$ cat src/rtl/modexp_engine_if.sv
// rtl/modexp_engine_if.sv - request/response bundle for the modular-exponentiation engine
interface modexp_engine_if #(
  parameter int WIDTH = 8
);
  logic             start;
  logic [WIDTH-1:0] base;
  logic [WIDTH-1:0] exp;
  logic [WIDTH-1:0] mod;
  logic             busy;
  logic             done;
  logic             err;
  logic [WIDTH-1:0] result;

  modport master (output start, base, exp, mod, input busy, done, err, result);
  modport slave  (input start, base, exp, mod, output busy, done, err, result);
endinterface

$ cat src/rtl/modexp_engine.sv
// rtl/modexp_engine.sv - base^exp mod mod via bit-serial modmul and left-to-right square-and-multiply
// Optional MODEXP_SKIP_LZ_EN starts iteration at the highest set exponent bit.
module modexp_engine #(
  parameter int WIDTH = 8
) (
  input logic           clk,
  input logic           rst,
  modexp_engine_if.slave bus
);
  localparam int IW = (WIDTH > 1) ? $clog2(WIDTH) : 1;

  typedef enum logic [2:0] {IDLE, REDUCE, SQR, MUL, FINISH} state_t;
  state_t state, state_nxt;

  logic [WIDTH-1:0] exp_q, mod_q, xr, r, acc, mplier, mcand, result_q;
  logic             err_q;
  logic [IW-1:0]    cnt, idx;
  logic [WIDTH+1:0] sum, s1, s2;
  logic [WIDTH-1:0] prod, new_r, one_in;
  logic             last, ebit, idx_zero;

  function automatic logic [IW-1:0] msb_of(input logic [WIDTH-1:0] v);
    msb_of = '0;
    for (int i = 0; i < WIDTH; i++)
      if (v[i]) msb_of = IW'(i);
  endfunction

  // One modmul step: acc < mod and mcand < mod keep the sum below 3*mod.
  always_comb begin
    sum = {1'b0, acc, 1'b0} + (mplier[WIDTH-1] ? {2'b00, mcand} : '0);
    s1  = (sum >= {2'b00, mod_q}) ? sum - {2'b00, mod_q} : sum;
    s2  = (s1 >= {2'b00, mod_q}) ? s1 - {2'b00, mod_q} : s1;
    prod     = s2[WIDTH-1:0];
    last     = (cnt == IW'(WIDTH - 1));
    ebit     = exp_q[idx];
    idx_zero = (idx == '0);
    new_r    = (state == REDUCE) ? r : prod;
    one_in   = (bus.mod == WIDTH'(1)) ? '0 : WIDTH'(1);
  end

  always_ff @(posedge clk) begin
    if (rst) state <= IDLE;
    else     state <= state_nxt;
  end

  always_comb begin
    state_nxt = state;
    case (state)
      IDLE:    if (bus.start) state_nxt = (bus.mod == '0) ? FINISH : REDUCE;
      REDUCE:
        if (last) begin
`ifdef MODEXP_SKIP_LZ_EN
          state_nxt = (exp_q == '0) ? FINISH : SQR;
`else
          state_nxt = SQR;
`endif
        end
      SQR:
        if (last) begin
          if (ebit)          state_nxt = MUL;
          else if (idx_zero) state_nxt = FINISH;
          else               state_nxt = SQR;
        end
      MUL:     if (last) state_nxt = idx_zero ? FINISH : SQR;
      FINISH:  state_nxt = IDLE;
      default: state_nxt = IDLE;
    endcase
  end

  always_comb begin
    bus.busy   = (state != IDLE);
    bus.done   = (state == FINISH);
    bus.err    = err_q;
    bus.result = result_q;
  end

  always_ff @(posedge clk) begin
    if (rst) begin
      exp_q    <= '0;
      mod_q    <= '0;
      xr       <= '0;
      r        <= '0;
      acc      <= '0;
      mplier   <= '0;
      mcand    <= '0;
      result_q <= '0;
      err_q    <= 1'b0;
      cnt      <= '0;
      idx      <= '0;
    end else begin
      case (state)
        IDLE: begin
          if (bus.start) begin
            exp_q  <= bus.exp;
            mod_q  <= bus.mod;
            acc    <= '0;
            cnt    <= '0;
            mplier <= bus.base;
            mcand  <= one_in;
            r      <= one_in;
`ifdef MODEXP_SKIP_LZ_EN
            idx    <= msb_of(bus.exp);
`else
            idx    <= IW'(WIDTH - 1);
`endif
            if (bus.mod == '0) begin
              result_q <= '0;
              err_q    <= 1'b1;
            end
          end
        end
        REDUCE, SQR, MUL: begin
          acc    <= prod;
          mplier <= mplier << 1;
          cnt    <= cnt + 1'b1;
          if (last) begin
            acc <= '0;
            cnt <= '0;
            if (state == REDUCE) xr <= prod;
            else                 r  <= prod;
            // Reload multiplier/multiplicand for whichever pass follows.
            case (state_nxt)
              SQR: begin
                mplier <= new_r;
                mcand  <= new_r;
              end
              MUL: begin
                mplier <= xr;
                mcand  <= new_r;
              end
              FINISH: begin
                result_q <= new_r;
                err_q    <= 1'b0;
              end
              default: ;
            endcase
            if (state != REDUCE && state_nxt == SQR) idx <= idx - 1'b1;
          end
        end
        default: ;
      endcase
    end
  end
endmodule

$ cat src/flat_wrapper.sv
// flat-port wrapper written by rule: the top's interface ports become plain ports
module modexp_engine_flat 
#(
  parameter int WIDTH = 8
)
  (clk, rst, bus_start, bus_base, bus_exp, bus_mod, bus_busy, bus_done, bus_err, bus_result);
  modexp_engine_if #(.WIDTH(WIDTH)) bus_i ();
  input logic clk;
  input logic rst;
  input wire logic [$bits(bus_i.start)-1:0] bus_start;
  input wire logic [$bits(bus_i.base)-1:0] bus_base;
  input wire logic [$bits(bus_i.exp)-1:0] bus_exp;
  input wire logic [$bits(bus_i.mod)-1:0] bus_mod;
  output wire logic [$bits(bus_i.busy)-1:0] bus_busy;
  output wire logic [$bits(bus_i.done)-1:0] bus_done;
  output wire logic [$bits(bus_i.err)-1:0] bus_err;
  output wire logic [$bits(bus_i.result)-1:0] bus_result;
  assign bus_i.start = bus_start;
  assign bus_i.base = bus_base;
  assign bus_i.exp = bus_exp;
  assign bus_i.mod = bus_mod;
  assign bus_busy = bus_i.busy;
  assign bus_done = bus_i.done;
  assign bus_err = bus_i.err;
  assign bus_result = bus_i.result;
  modexp_engine #(.WIDTH(WIDTH)) u_core (.clk(clk), .rst(rst), .bus(bus_i));
endmodule
$ cat config.mk
export PLATFORM = sky130hd
export DESIGN_NAME = modexp_engine_flat
export DESIGN_NICKNAME = d
export VERILOG_FILES = /design/src/rtl/modexp_engine_if.sv /design/src/rtl/modexp_engine.sv /design/src/flat_wrapper.sv
export SDC_FILE = /design/constraint.sdc
export NUM_CORES = 1
export LEC_CHECK = 0
export CORE_MARGIN = 4
export CORE_UTILIZATION = 46
export DETAILED_ROUTE_END_ITERATION = 8
export PLACE_DENSITY = 0.68
export RECOVER_POWER = 100
export SETUP_SLACK_MARGIN = 0.05
export SLEW_MARGIN = 20
export SYNTH_ARGS = -nofsm -noshare
export SYNTH_HDL_FRONTEND = slang
export SYNTH_SLANG_ARGS = --single-unit
$ cat constraint.sdc
create_clock -name clk -period 5.82 [get_ports clk]
set_input_delay 0.582 -clock clk [delete_from_list [all_inputs] [get_ports clk]]
set_output_delay 0.582 -clock clk [all_outputs]
set_load 0.01 [all_outputs]
==> flow_metrics.py, run 1 <==
metrics = {
    "cts": {
        "cts_buffers": 9,
        "cts_tree": "yes",
        "cts_sinks": 74,
        "ctsHoldBuffers": 0,
        "worst_skew_pair.late_latency_ps": 350,
        "cts_buffer_depth": 2,
        "path_clk_slew_ps": 80,
        "htreeDepth": 3,
        "cts_root_buffer": "clkbuf_8",
    },
    "critical_path": {
        "critPathArrivalTime_ps": 5800,
        "required_ps": 6070,
        "worstPathMaxFanout": 6,
        "path_depth": 26,
        "cp_top_family": "compound AO/OA/AOI/OAI gates",
        "endpoint_kind": "flip-flop",
        "crit_slowest_cell": "fa_1",
        "regToRegStartpoint": "u_core.mplier[7]",
        "reg2reg_depth": 26,
        "r2r_slack_ps": 260,
        "worstSetupPathType": "reg2reg",
        "worst-path-buf-inv": 2,
        "worstSetupStartpointType": "flip-flop",
        "max_stage_delay_ps": 400,
        "timing.rr.end": "u_core.bus.result[4]",
    },
    "cells_and_area": {
        "synthToLayoutAreaGrowth_pct": 18.39,
        "utilization": 0.5612,
        "multi_input_area_um2": 3064,
        "drive_above_1_share": 0.1218,
        "antenna_cells": 0,
        "fillCellCount": 961,
        "finalNetCount": 684,
        "seq_area_um2": 1484,
        "finalInstanceArea_um2": 5510,
    },
    "logic_synthesis": {
        "syn_nets": 643,
        "synth_top_area_frac": 0.3183,
        "ys_top_cells_by_count": "nand2_1 (88), dfxtp_1 (74), a21oi_1 (62)",
        "ys_warn_count": 0,
        "synth_cell_types": 74,
        "synth_area_um2": 4654,
        "synth_enable_flop_cells": 0,
        "ys.flop_type": "dfxtp_1",
        "synth_area_leader_cell": "dfxtp_1",
        "avgSynthCellArea_um2": 7.943,
        "seq_area_frac_synth": 0.3183,
        "synthCells": 586,
        "async_reset_ff_frac": 0,
        "ys_ff_latch": 74,
        "synth.area.top_cells": "dfxtp_1 (32%), ha_1 (7.3%), nand2_1 (7.1%)",
        "yosysMostFrequentCell": "nand2_1",
    },
    "placement": {
        "gp_congestion": 0.9434,
        "dp.final_hpwl_um": 10080,
        "post_dp_cell_area_um2": 5159,
        "port_buffers": 37,
    },
    "floorplanning": {
        "ios": 38,
        "dieArea_um2": 11790,
        "die_x_um": 108.6,
        "core_um2": 9819,
        "row_count": 36,
        "dieHeight_um": 108.6,
        "initial_utilization": 0.4740,
    },
    "timing": {
        "period_share": 0.9545,
        "slew_violations": 0,
        "max_freq_mhz": 180.0,
        "min_period_ps": 5555,
        "hold_violations": 0,
        "setup_viol": 0,
        "grt_setup_unrepaired": "true",
        "slew_headroom": 0.2558,
        "tightestPinTransition_ps": 1116,
        "tns_ps": 0,
        "finalClockSkew_ps": 9.926,
    },
    "global_route": {
        "gr-usage-met3": 0.04060,
        "busiest_layer": "met2",
        "antenna_found_initial": 0,
        "use_met1": 0.3003,
        "grt_max_degree": 60,
        "met2_usage": 0.3826,
        "gr-total-overflow": 0,
        "grt_usage": 0.2277,
        "grt_pass1_vias": 4261,
        "grt_pass1_wl_um": 21170,
    },
    "detailed_routing": {
        "drt-total-wl_um": 13540,
        "drt_iter0_drc": 390,
        "drc": 0,
        "viasPerCell": 5.942,
        "wire_per_inst_um": 17.69,
        "drtPass1Iterations": 5,
        "vias": 4546,
        "final_antenna_net_count": 0,
    },
    "min_path": {
        "min-delay-start": "u_core.bus.result[7]",
        "min_to": "u_core.bus.result[7]",
        "hold_depth": 2,
        "hold_path.class": "reg2reg",
    },
    "outcome": {
        "status": "completed",
    },
    "run": {
        "max_cap_violations": 0,
    },
}
==> per-stage QoR <==
| step | setup WS (ps) | cells | hold WS, ps |
|---|---|---|---|
| floorplan | 292.2 | 586 | 416.6 |
| global placement | 50.70 | 742 | 438.5 |
| detailed placement | -219.0 | 742 | 447.3 |
| CTS | 69.48 | 759 | 458.6 |
| global route | -19.32 | 765 | 481.0 |
| finish | 264.6 | 765 | 455.5 |
==> cell usage in the layout, fill, tap and decap left out, types with 4 or more instances in the layout <==
master            n
a21o_1            5
a21oi_1          59
a21oi_2           5
a221oi_1          5
a22o_1            4
a31oi_1           4
and2_1            8
and3_1            4
buf_4            15
clkbuf_8         10
clkdlybuf4s50_1  25
dfxtp_1          72
dlygate4sd3_1    11
ha_1             25
inv_1            25
nand2_1          88
nand2b_1          5
nand3_1          17
nand4_1           6
nor2_1           45
nor2b_1           4
nor3_1           19
nor3_2            4
o211ai_1          8
o21a_1            6
o21ai_0          28
o21ai_1           5
o31a_1            4
o31ai_1           4
or3_1             4
xnor2_1          12
xor2_1            4
==> worst max-delay path by stage <==
stage	start	endpoint	slack (ps)
floorplan	u_core.mplier[7]	u_core.r[7]	290
global placement	u_core.mcand[1]	u_core.mplier[4]	50
detailed placement	u_core.mplier[7]	u_core.mplier[4]	-220
CTS	u_core.mplier[7]	u_core.mcand[6]	70
global route	u_core.mplier[7]	u_core.mplier[4]	-20
finish	u_core.mplier[7]	u_core.bus.result[4]	260
==> layer usage <==
| layer | vias up | routed length (um) |
|---|---|---|
| li1 | 2210 | - |
| met1 | 2155 | 5836 |
| met2 | 162 | 6539 |
| met3 | 19 | 993 |
| met4 | 0 | 165 |
| met5 | - | 0 |
==> sequential cells by signal, indices dropped and copies added, names as in the netlist <==
name,flops
u_core.idx,3
u_core.mplier,8
u_core.xr,8
u_core.mod_q,8
u_core.acc,8
u_core.exp_q,8
u_core.cnt,3
u_core.r,8
u_core.bus.result,8
u_core.mcand,8
u_core.state,3
u_core.bus.err,1
==> layout make-up <==
| type | instances | share of cell area |
|---|---|---|
| clock buffer | 11 | 0.02566 |
| timing repair buffer | 55 | 0.09037 |
| multi-input combinational | 462 | 0.5561 |
| inverter | 25 | 0.01703 |
| tap | 133 | 0.03020 |
| sequential | 74 | 0.2693 |
| clock inverter | 5 | 0.01135 |
==> kinds of logic (layout without fill, tap and decap cells) <==
group | count (synthesis) | count (layout) | share of synthesized area
multiplexers | 9 | 9 | 0.02581
AND/OR/NAND/NOR | 225 | 225 | 0.2312
buffers and inverters | 50 | 96 | 0.04435
flip-flops | 74 | 74 | 0.3183
XOR/XNOR | 17 | 17 | 0.03199
adder cells (fa/ha/maj) | 30 | 30 | 0.08548
AO/OA/AOI/OAI | 181 | 181 | 0.2629
==> what timing repair did <==
item                                    4_1_cts  5_1_grt
resized for setup                             5       21
endpoints found under the setup margin       35       48
pin swaps                                     1        7
setup buffers                                 1        5
gates cloned                                  0        1
==> worst reg2reg max path, stage by stage (launching register included) <==
cell and delay [ps]:
dfxtp_2 360, and2_1 140, ha_2 200, inv_1 50
fa_1 400, nor2b_2 150, o21a_1 120, nor2_1 50
xnor2_1 250, ha_1 350, a21oi_4 180, o21ai_2 100
nor2_4 150, nand3_4 120, mux2_4 250, ha_1 180
fa_1 210, nor2b_1 70, o31a_1 330, o21ai_2 180
a21boi_2 80, o31a_1 260, a311oi_2 400, buf_6 210
a221oi_4 100, or3_1 370, a22o_1 200
Power of run 1 is not shown: default switching activity piles up to over one toggle a cycle in this logic, so the estimate is an artifact.
==> run 2, diff against run 1 <==
--- a/config.mk
+++ b/config.mk
@@ -8,9 +8,9 @@
 export CORE_MARGIN = 4
 export CORE_UTILIZATION = 46
 export DETAILED_ROUTE_END_ITERATION = 8
+export GPL_ROUTABILITY_DRIVEN = 0
 export PLACE_DENSITY = 0.68
 export RECOVER_POWER = 100
-export SETUP_SLACK_MARGIN = 0.05
 export SLEW_MARGIN = 20
 export SYNTH_ARGS = -nofsm -noshare
 export SYNTH_HDL_FRONTEND = slang
==> flow_metrics.py, run 2 (synthesized netlist as in run 1, its figures left out) <==
metrics = {
    "outcome": {
        "status": "completed",
    },
    "cells_and_area": {
        "layout_common_cells": "nand2_1 (87), dfxtp_1 (72), a21oi_1 (59)",
        "drive_above_1_share": 0.1465,
        "fillCellCount": 927,
        "utilization": 0.5716,
        "finalNetCount": 687,
        "layout_commonest_cell": "nand2_1",
        "synthToLayoutAreaGrowth_pct": 20.59,
        "antenna_cells": 0,
        "final_cells": 768,
    },
    "cts": {
        "cts_buffer_depth": 2,
        "cts_buffers": 9,
        "cts_tree": "yes",
        "htreeDepth": 3,
        "cts_root_buffer": "clkbuf_8",
        "cts_sinks": 74,
        "path_clk_slew_ps": 80,
        "worst_skew_pair.late_latency_ps": 350,
    },
    "detailed_routing": {
        "wire_per_inst_um": 17.63,
        "drtPass1Iterations": 5,
        "vias": 4651,
        "drt_iter0_drc": 425,
        "drc": 0,
        "viasPerCell": 6.056,
        "final_antenna_net_count": 0,
        "drt-total-wl_um": 13540,
    },
    "timing": {
        "finalClockSkew_ps": 10.02,
        "tns_ps": 0,
        "max_freq_mhz": 178.2,
        "slew_headroom": 0.3119,
        "fin_ws_ps": 207.5,
        "hold_violations": 0,
        "min_period_ps": 5612,
        "period_share": 0.9643,
        "tightestPinTransition_ps": 1032,
        "slew_violations": 0,
        "setup_viol": 0,
    },
    "placement": {
        "port_buffers": 37,
        "dp.final_hpwl_um": 9942,
        "post-place-ws_ps": -32.54,
        "dp_cells": 741,
    },
    "critical_path": {
        "regToRegStartpoint": "u_core.mcand[1]",
        "reg2reg_depth": 26,
        "r2r_slack_ps": 210,
        "critPathArrivalTime_ps": 5870,
        "worstSetupPathType": "reg2reg",
        "required_ps": 6080,
        "endpoint_kind": "flip-flop",
        "startpoint": "u_core.mcand[1]",
        "worstPathMaxFanout": 7,
        "critPathCapture": "u_core.r[7]",
        "timing.rr.end": "u_core.r[7]",
        "worstSetupStartpointType": "flip-flop",
    },
    "global_route": {
        "grt_max_degree": 60,
        "grt_pass1_wl_um": 21330,
        "gr-total-overflow": 0,
        "grt_usage": 0.2287,
        "antenna_found_initial": 0,
        "grt_pass1_vias": 4352,
    },
    "floorplanning": {
        "initial_utilization": 0.4740,
        "die_x_um": 108.6,
        "row_count": 36,
        "ios": 38,
        "dieHeight_um": 108.6,
        "dieArea_um2": 11790,
        "core_um2": 9819,
    },
    "min_path": {
        "hold_path.class": "reg2reg",
        "hold_depth": 2,
    },
    "run": {
        "max_cap_violations": 0,
    },
}
## run 2: layout make-up
cell class,instances,area [um^2],share of cell area
repair buffers,58,525.5,0.09362
inverters,25,93.84,0.01672
multi-input cells,462,3137,0.5589
clock inverters,5,62.56,0.01115
well taps,133,166.4,0.02965
clock buffers,11,141.4,0.02519
flip-flops and latches,74,1486,0.2648
## run 2: how the worst min path moves through the flow
stage | startpoint | slack, ps | endpoint
after floorplan | u_core.mcand[5] | 420 | u_core.mcand[5]
after global placement | u_core.bus.result[2] | 440 | u_core.bus.result[2]
after detailed placement | u_core.bus.result[7] | 440 | u_core.bus.result[7]
after CTS | u_core.mod_q[3] | 460 | u_core.mod_q[3]
after global routing | u_core.mod_q[3] | 470 | u_core.mod_q[3]
final | u_core.bus.result[2] | 450 | u_core.bus.result[2]
## run 2: worst max-delay path, cell delays in order, from the launching register on
cell and delay, ps:
dfxtp_2 370, and2_4 140, ha_2 180, inv_1 70, fa_2 420, nor2b_4 140
o21a_1 110, nor2_1 50, xnor2_1 220, ha_1 310, a21oi_2 190, o21ai_2 90
nor2_2 170, nand3_4 130, mux2_2 350, ha_1 350, o21a_1 190, o31a_1 150
o21ai_2 240, a21boi_2 110, o31a_1 310, a311oi_2 350, buf_6 200, and3_1 220
nor3_2 70, buf_4 160, o41ai_2 250
## run 2: layer usage
layer | global-route usage | wire length (um) | up-vias
li1 | - | - | 2214
met1 | 0.2999 | 5639 | 2193
met2 | 0.3791 | 6471 | 209
met3 | 0.05552 | 1145 | 35
met4 | 0.05500 | 284 | 0
met5 | 0 | 0 | -
## run 2: timing repair
action,in CTS,in global routing
hold buffers,0,0
buffers inserted,0,10
gates cloned,0,1
gates resized for setup,4,36
setup endpoints to repair,3,48
pin swaps,0,19
## run 2: stage by stage
stage | cell area, um^2 | hold WS, ps
detailed placement | 5151 | 444.0
global placement | 5151 | 438.6
CTS | 5383 | 458.1
finish | 5613 | 454.5
global route | 5613 | 475.0
floorplan | 4654 | 416.6
Power of run 2 is left out for the same reason.
